`config.mk`:
```
export PLATFORM = sky130hd
export DESIGN_NAME = text_writer
export DESIGN_NICKNAME = d
export VERILOG_FILES = /design/src/rtl/text_writer.sv
export SDC_FILE = /design/constraint.sdc
export NUM_CORES = 1
export LEC_CHECK = 0
export ABC_AREA = 1
export ABC_CLOCK_PERIOD_IN_PS = 3600
export CORE_MARGIN = 1
export CORE_UTILIZATION = 42
export CTS_BUF_LIST = sky130_fd_sc_hd__clkbuf_8
export CTS_CLUSTER_DIAMETER = 40
export DETAILED_ROUTE_END_ITERATION = 10
export PLACE_DENSITY = 0.65
export SETUP_SLACK_MARGIN = 0.05
export SLEW_MARGIN = 40
export SYNTH_ARGS = -nofsm -noshare
export SYNTH_HDL_FRONTEND = slang
export SYNTH_SLANG_ARGS = --single-unit
```
`constraint.sdc`:
```
create_clock -name clk -period 3.6 [get_ports clk]
set_input_delay 0.9 -clock clk [delete_from_list [all_inputs] [get_ports clk]]
set_output_delay 0.9 -clock clk [all_outputs]
set_load 0.1 [all_outputs]
```
`src/rtl/text_writer.sv`:
```
// Terminal-style writer for the screen character RAM: cursor tracking, wrap, CR/LF/BS/FF and scroll-by-one-line.
// Optional build macro TEXT_WRITER_TAB_EN enables TAB (0x09) stops every 8 columns.
module text_writer #(
  parameter int COLS   = 80,
  parameter int ROWS   = 24,
  parameter int ADDR_W = 12
) (
  input  logic              clk,
  input  logic              reset,
  input  logic              in_valid,
  output logic              in_ready,
  input  logic [7:0]        in_char,
  output logic              wr_en,
  output logic [ADDR_W-1:0] wr_addr,
  output logic [7:0]        wr_char,
  output logic [4:0]        top_row,
  output logic [6:0]        cursor_col,
  output logic [4:0]        cursor_row
);

  typedef enum logic [1:0] {
    CLEAR_ALL  = 2'd0,
    IDLE       = 2'd1,
    CLEAR_LINE = 2'd2
  } state_t;

  localparam logic [ADDR_W-1:0] LP_LAST_ADDR = ADDR_W'(COLS * ROWS - 1);
  localparam logic [ADDR_W-1:0] LP_LAST_COL  = ADDR_W'(COLS - 1);
  localparam logic [6:0]        LP_COL_MAX   = 7'(COLS - 1);
  localparam logic [4:0]        LP_ROW_MAX   = 5'(ROWS - 1);

  state_t            r_state;
  logic [ADDR_W-1:0] r_cnt;
  logic [4:0]        r_clr_row;

  logic [5:0]        w_row_sum;
  logic [4:0]        w_phys_row;
  logic [4:0]        w_top_next;
  logic [ADDR_W-1:0] w_cur_addr;
  logic [ADDR_W-1:0] w_clr_line_addr;
  logic              w_accept;
  logic              w_printable;
  logic              w_wrap;
  logic              w_newline;
`ifdef TEXT_WRITER_TAB_EN
  logic [7:0]        w_tab_sum;
  logic [6:0]        w_tab_col;
`endif

  assign in_ready = (r_state == IDLE);

  // Logical-to-physical row mapping with a compare-and-subtract instead of a modulo.
  always_comb begin
    w_row_sum = {1'b0, cursor_row} + {1'b0, top_row};
    if (w_row_sum >= 6'(ROWS)) begin
      w_phys_row = 5'(w_row_sum - 6'(ROWS));
    end else begin
      w_phys_row = w_row_sum[4:0];
    end
    if (top_row == LP_ROW_MAX) begin
      w_top_next = 5'd0;
    end else begin
      w_top_next = top_row + 5'd1;
    end
  end

  assign w_cur_addr      = ADDR_W'(w_phys_row) * ADDR_W'(COLS) + ADDR_W'(cursor_col);
  assign w_clr_line_addr = ADDR_W'(r_clr_row) * ADDR_W'(COLS) + r_cnt;
  assign w_accept        = in_valid & in_ready;
  assign w_printable     = (in_char >= 8'h20) && (in_char != 8'h7F);
  assign w_wrap          = w_printable && (cursor_col == LP_COL_MAX);
  assign w_newline       = w_wrap || (in_char == 8'h0A);

`ifdef TEXT_WRITER_TAB_EN
  assign w_tab_sum = {1'b0, cursor_col[6:3], 3'b000} + 8'd8;
  assign w_tab_col = (w_tab_sum >= 8'(COLS)) ? LP_COL_MAX : w_tab_sum[6:0];
`endif

  // Main FSM: screen clear, byte interpretation and single-line clear after a scroll.
  always_ff @(posedge clk) begin
    if (reset) begin
      r_state    <= CLEAR_ALL;
      r_cnt      <= '0;
      r_clr_row  <= 5'd0;
      wr_en      <= 1'b0;
      wr_addr    <= '0;
      wr_char    <= 8'h20;
      top_row    <= 5'd0;
      cursor_col <= 7'd0;
      cursor_row <= 5'd0;
    end else begin
      wr_en <= 1'b0;
      case (r_state)
        CLEAR_ALL: begin
          wr_en   <= 1'b1;
          wr_addr <= r_cnt;
          wr_char <= 8'h20;
          if (r_cnt == LP_LAST_ADDR) begin
            r_state    <= IDLE;
            r_cnt      <= '0;
            cursor_col <= 7'd0;
            cursor_row <= 5'd0;
            top_row    <= 5'd0;
          end else begin
            r_cnt <= r_cnt + ADDR_W'(1);
          end
        end
        CLEAR_LINE: begin
          wr_en   <= 1'b1;
          wr_addr <= w_clr_line_addr;
          wr_char <= 8'h20;
          if (r_cnt == LP_LAST_COL) begin
            r_state <= IDLE;
            r_cnt   <= '0;
          end else begin
            r_cnt <= r_cnt + ADDR_W'(1);
          end
        end
        IDLE: begin
          if (w_accept) begin
            if (w_printable) begin
              wr_en   <= 1'b1;
              wr_addr <= w_cur_addr;
              wr_char <= in_char;
              cursor_col <= w_wrap ? 7'd0 : cursor_col + 7'd1;
            end else begin
              case (in_char)
                8'h0D: cursor_col <= 7'd0;
                8'h08: cursor_col <= (cursor_col != 7'd0) ? cursor_col - 7'd1 : cursor_col;
                8'h0C: begin
                  r_state <= CLEAR_ALL;
                  r_cnt   <= '0;
                end
`ifdef TEXT_WRITER_TAB_EN
                8'h09: cursor_col <= w_tab_col;
`endif
                default: r_cnt <= r_cnt;
              endcase
            end
            // The bottom row scrolls by moving top_row; the old top becomes the new blank bottom row.
            if (w_newline) begin
              if (cursor_row != LP_ROW_MAX) begin
                cursor_row <= cursor_row + 5'd1;
              end else begin
                top_row   <= w_top_next;
                r_clr_row <= top_row;
                r_cnt     <= '0;
                r_state   <= CLEAR_LINE;
              end
            end
          end
        end
        default: begin
          r_state <= CLEAR_ALL;
          r_cnt   <= '0;
        end
      endcase
    end
  end

endmodule

```
==> out/metrics.csv <==
stage,metric,value,unit
outcome,outcome,"complete, no violations",
power_and_ir_drop,Comb power frac,5.2,%
setup_path,Crit path largest cell delay,0.60,ns
yosys,Netlist cell types,45,
sta,slew margin rel.,52.4,%
setup_path,"Max stage delay cell, worst path",fa_2,
floorplan,row count,36,
placed_design,placer's final routability congestion estimate,0.892,
power_and_ir_drop,Sw Share,23.8,%
clock_network,CTS Buf Count,9,
clock_network,clk buf depth,2,
yosys,"Seq/Total Area, Yosys",26.3,%
yosys,Ys Warns,0,
detailed_routing,average wire per standard cell,14.6,µm
setup_path,FF-to-FF End,wr_addr[9]$_SDFFE_PP0P_,
layout,layout cell share with drive strength beyond 1,16.6,%
setup_path,WS Path Type,flip-flop to flip-flop,
hold_path,hold path startpoint,wr_char[4]$_SDFFE_PP0P_,
flow_run,Max-cap violations,0,
layout,Nets,745,
detailed_routing,vias per cell,5.33,
sta,setup_tns,0,ns
layout,fin cells,830,
sta,Final Setup Violations,0,
clock_network,worst skew pair latency,0.34,ns
yosys,Post-synth top flop,dfxtp_1,
yosys,"EDFF count, synth",0,
setup_path,CP startpoint kind,flip-flop,
grt,Total GRT Usage,23.2,%
clock_network,cts hold-fix bufs,0,
setup_path,CP required,3.81,ns
clock_network,TritonCTS Sinks,57,
power_and_ir_drop,Pwr Total,0.00142,W
power_and_ir_drop,PD cells,275,mW/mm²
setup_path,"most used cell, CP",nand2_1,
setup_path,Reg2Reg Launch Point,top_row[0]$_SDFFE_PP0P_,
detailed_routing,Met2 Wirelength,5.49,mm
grt,vias in the first global route,4114,
clock_network,Root Driver,clkbuf_8,
sta,RSZ-0062 raised after global routing,yes,
setup_path,Crit path arrival time,3.64,ns
power_and_ir_drop,Peak VDD IR,0.148,mV
hold_path,Worst Hold End,wr_char[4]$_SDFFE_PP0P_,
sta,Slew Limit Fails,0,
setup_path,worst-path cell chain,ha_4 > inv_2 > fa_2 > nand3b_1 > nand2_1 > nand2_1 > nand2_1 > nand2_2 > o21ai_2 > a21oi_2 > ha_1 > ha_4 > fa_2 > inv_1 > nor3_2 > nor2_1 > a21oi_1 > nand2_1 > nand2_1 > a21oi_1,
detailed_routing,metal3 WL,499,µm
sta,Final Hold Fails,0,
yosys,"FF+latch count, synth",57,
sta,Final min period,3.43,ns
floorplan,I/O pin cnt,50,
grt,first-pass GRT wire length,20.2,mm
hold_path,Hold Path Depth,2,
clock_network,H-tree depth,3,
detailed_routing,M1 WL,5.91,mm
floorplan,core area,0.00991,mm²
detailed_routing,Top Layer Used,met4,
sta,worst slew pin tran,0.713,ns
detailed_routing,final wirelength,12.1,mm
setup_path,Worst R2R Path Depth,20,
sta,Worst Slack Setup Final,0.174,ns
floorplan,initial core utilization,43.7,%
placed_design,Post-Place Worst Slack,0.0390,ns
placed_design,placed cell count,810,
grt,largest net degree at the start of global routing,34,
layout,synthesis-to-layout area growth,18.9,%
power_and_ir_drop,clock power share,49.9,%
power_and_ir_drop,internal power,0.00108,W
floorplan,DIE AREA,0.0107,mm²
layout,n_diodes,0,
placed_design,dpl hpwl,9.04,mm
detailed_routing,drt pass-1 iters,6,
floorplan,die height,104,µm
sta,Setup Skew,0.00740,ns
hold_path,Worst Hold Class,flip-flop to flip-flop,
detailed_routing,DRT iter0 DRCs,225,
layout,fin util,52.0,%
detailed_routing,Final ANT Viol Nets,0,
yosys,Syn Area/Cell,6.75,µm²
clock_network,CTS tree,built,
yosys,post-synthesis cell area,0.00433,mm²
sta,f_max,0.292,GHz
detailed_routing,via count,4423,
grt,initial antenna violation count,0,
power_and_ir_drop,leakage,2.31,nW
sta,final worst-path cycle share,95.2,%
power_and_ir_drop,Psw,0.000337,W
power_and_ir_drop,sequential share of power,44.9,%
setup_path,Setup crit end kind,flip-flop,
detailed_routing,# DRC,0,
placed_design,input/output buffers,49,
clock_network,"CTS clk-pin slew, worst paths",0.07,ns
setup_path,flop-to-flop setup slack,0.17,ns
setup_path,Worst Path Max Fanout,6,
yosys,Mapped Cells,642,
yosys,Post-synth ARST share,0,%
grt,grt total ovfl,0,
yosys,syn nets,695,
floorplan,Die Wd,104,µm
metrics by stage:
step | instance area (µm²) | hold slack, ns
2_1_floorplan | 4370 | 0.472
3_3_place_gp | 4890 | 0.450
3_5_place_dp | 4860 | 0.453
4_1_cts | 5090 | 0.468
5_1_grt | 5150 | 0.497
6_report | 5150 | 0.463
power by group through the flow:
stage / Clock (W) / Sequential [W] / Combinational, W
global route: 0.000753 / 0.000637 / 0.0000782
global placement: 0 / 0.000651 / 0.0000721
floorplan: 0 / 0.000667 / 0.0000289
finish: 0.000708 / 0.000637 / 0.0000732
detailed placement: 0 / 0.000651 / 0.0000723
CTS: 0.000724 / 0.000636 / 0.0000728
layout make-up:
| cell class | count | area, µm² |
|---|---|---|
| multi-input cells | 488 | 2860 |
| clock buffers | 11 | 151 |
| fillers | 1011 | 4760 |
| clock inverters | 5 | 77.6 |
| inverters | 78 | 293 |
| flip-flops and latches | 57 | 1160 |
| well taps | 133 | 166 |
| repair buffers | 58 | 445 |
per-layer routing:
| metal | up-vias | track usage [%] |
|---|---|---|
| li1 | 2252 | - |
| met1 | 2046 | 32.1 |
| met2 | 103 | 35.7 |
| met3 | 22 | 4.22 |
| met4 | 0 | 8.70 |
| met5 | - | 0 |
sequential cells by signal (all words and copies together), names as in the netlist:
signal      cells
wr_char         8
cursor_col      7
r_state         2
r_cnt          12
wr_addr        12
cursor_row      5
r_clr_row       5
wr_en           1
top_row         5
repair_timing:
item	in CTS	in global routing
gates resized for setup	1	9
buffers inserted	0	4
pin swaps	0	9
setup endpoints to repair	1	4
cell usage after synthesis (3+ instances only):
| library cell | n | area (µm²) |
|---|---|---|
| dfxtp_1 | 57 | 1140 |
| nor3_2 | 3 | 30.0 |
| nor3_1 | 10 | 50.1 |
| o21ai_1 | 3 | 15.0 |
| buf_2 | 6 | 30.0 |
| nand3_1 | 46 | 230 |
| a21oi_1 | 74 | 370 |
| clkbuf_1 | 8 | 30.0 |
| a211oi_1 | 3 | 22.5 |
| nor2_4 | 4 | 45.0 |
| buf_1 | 3 | 11.3 |
| inv_2 | 7 | 26.3 |
| o22ai_1 | 7 | 43.8 |
| nand2_4 | 3 | 33.8 |
| ha_1 | 37 | 463 |
| nor2_1 | 42 | 158 |
| nand3b_1 | 4 | 30.0 |
| xnor2_1 | 4 | 35.0 |
| nand2_1 | 139 | 522 |
| o21ai_0 | 47 | 235 |
| nand4_1 | 11 | 68.8 |
| a31oi_1 | 4 | 25.0 |
| nand2_2 | 8 | 50.1 |
| inv_1 | 71 | 267 |
| xor2_1 | 11 | 96.3 |
| fa_1 | 5 | 100 |
cells in the final DEF (no fill, tap or decap), drive strengths merged, types with 2 or more instances in the layout:
cell type | Yosys | routed
a21oi | 74 | 74
a31oi | 4 | 4
o21ai | 51 | 51
a41oi | 2 | 2
a21o | 2 | 2
nand4 | 11 | 11
fa | 5 | 5
nand3 | 48 | 48
nand3b | 4 | 4
inv | 78 | 78
clkbuf | 8 | 11
xor2 | 11 | 11
nor4 | 2 | 2
nor2 | 48 | 48
nand2 | 150 | 150
nor3 | 13 | 13
o21bai | 2 | 2
xnor2 | 4 | 4
clkdlybuf4s50 | 0 | 10
ha | 37 | 37
clkinv | 0 | 2
or2 | 2 | 2
buf | 11 | 48
dfxtp | 57 | 57
a211oi | 4 | 4
bufinv | 0 | 2
o22ai | 7 | 7
cells by family after synthesis:
| group | after synthesis | synth area share, % |
|---|---|---|
| simple gates | 280 | 29.9 |
| buf+inv | 97 | 8.83 |
| compound gates | 151 | 19.0 |
| xor+xnor | 15 | 3.03 |
| fa+ha+maj | 42 | 13.0 |
| flops | 57 | 26.3 |
how the worst max path moves through the flow:
stage | start | endpoint | cells past startpoint
after global placement | top_row[0]$_SDFFE_PP0P_ | wr_addr[9]$_SDFFE_PP0P_ | 22
final | top_row[0]$_SDFFE_PP0P_ | wr_addr[9]$_SDFFE_PP0P_ | 20
after detailed placement | top_row[0]$_SDFFE_PP0P_ | wr_addr[9]$_SDFFE_PP0P_ | 22
after global routing | cursor_row[0]$_SDFFE_PP0P_ | wr_addr[11]$_SDFFE_PP0P_ | 24
after floorplan | top_row[0]$_SDFFE_PP0P_ | wr_addr[9]$_SDFFE_PP0P_ | 22
after CTS | cursor_row[0]$_SDFFE_PP0P_ | wr_addr[9]$_SDFFE_PP0P_ | 22
critical path, delay by kind of cell, from the launching register on:
family                     cells  cell delay (ns)
adders and majority gates      5             1.60
and+or+nand+nor                9             0.88
DFF                            1             0.39
AOI/OAI and AO/OA              4             0.34
buffers and inverters          2             0.10
Note: power is estimated with default switching activity, not from simulation.
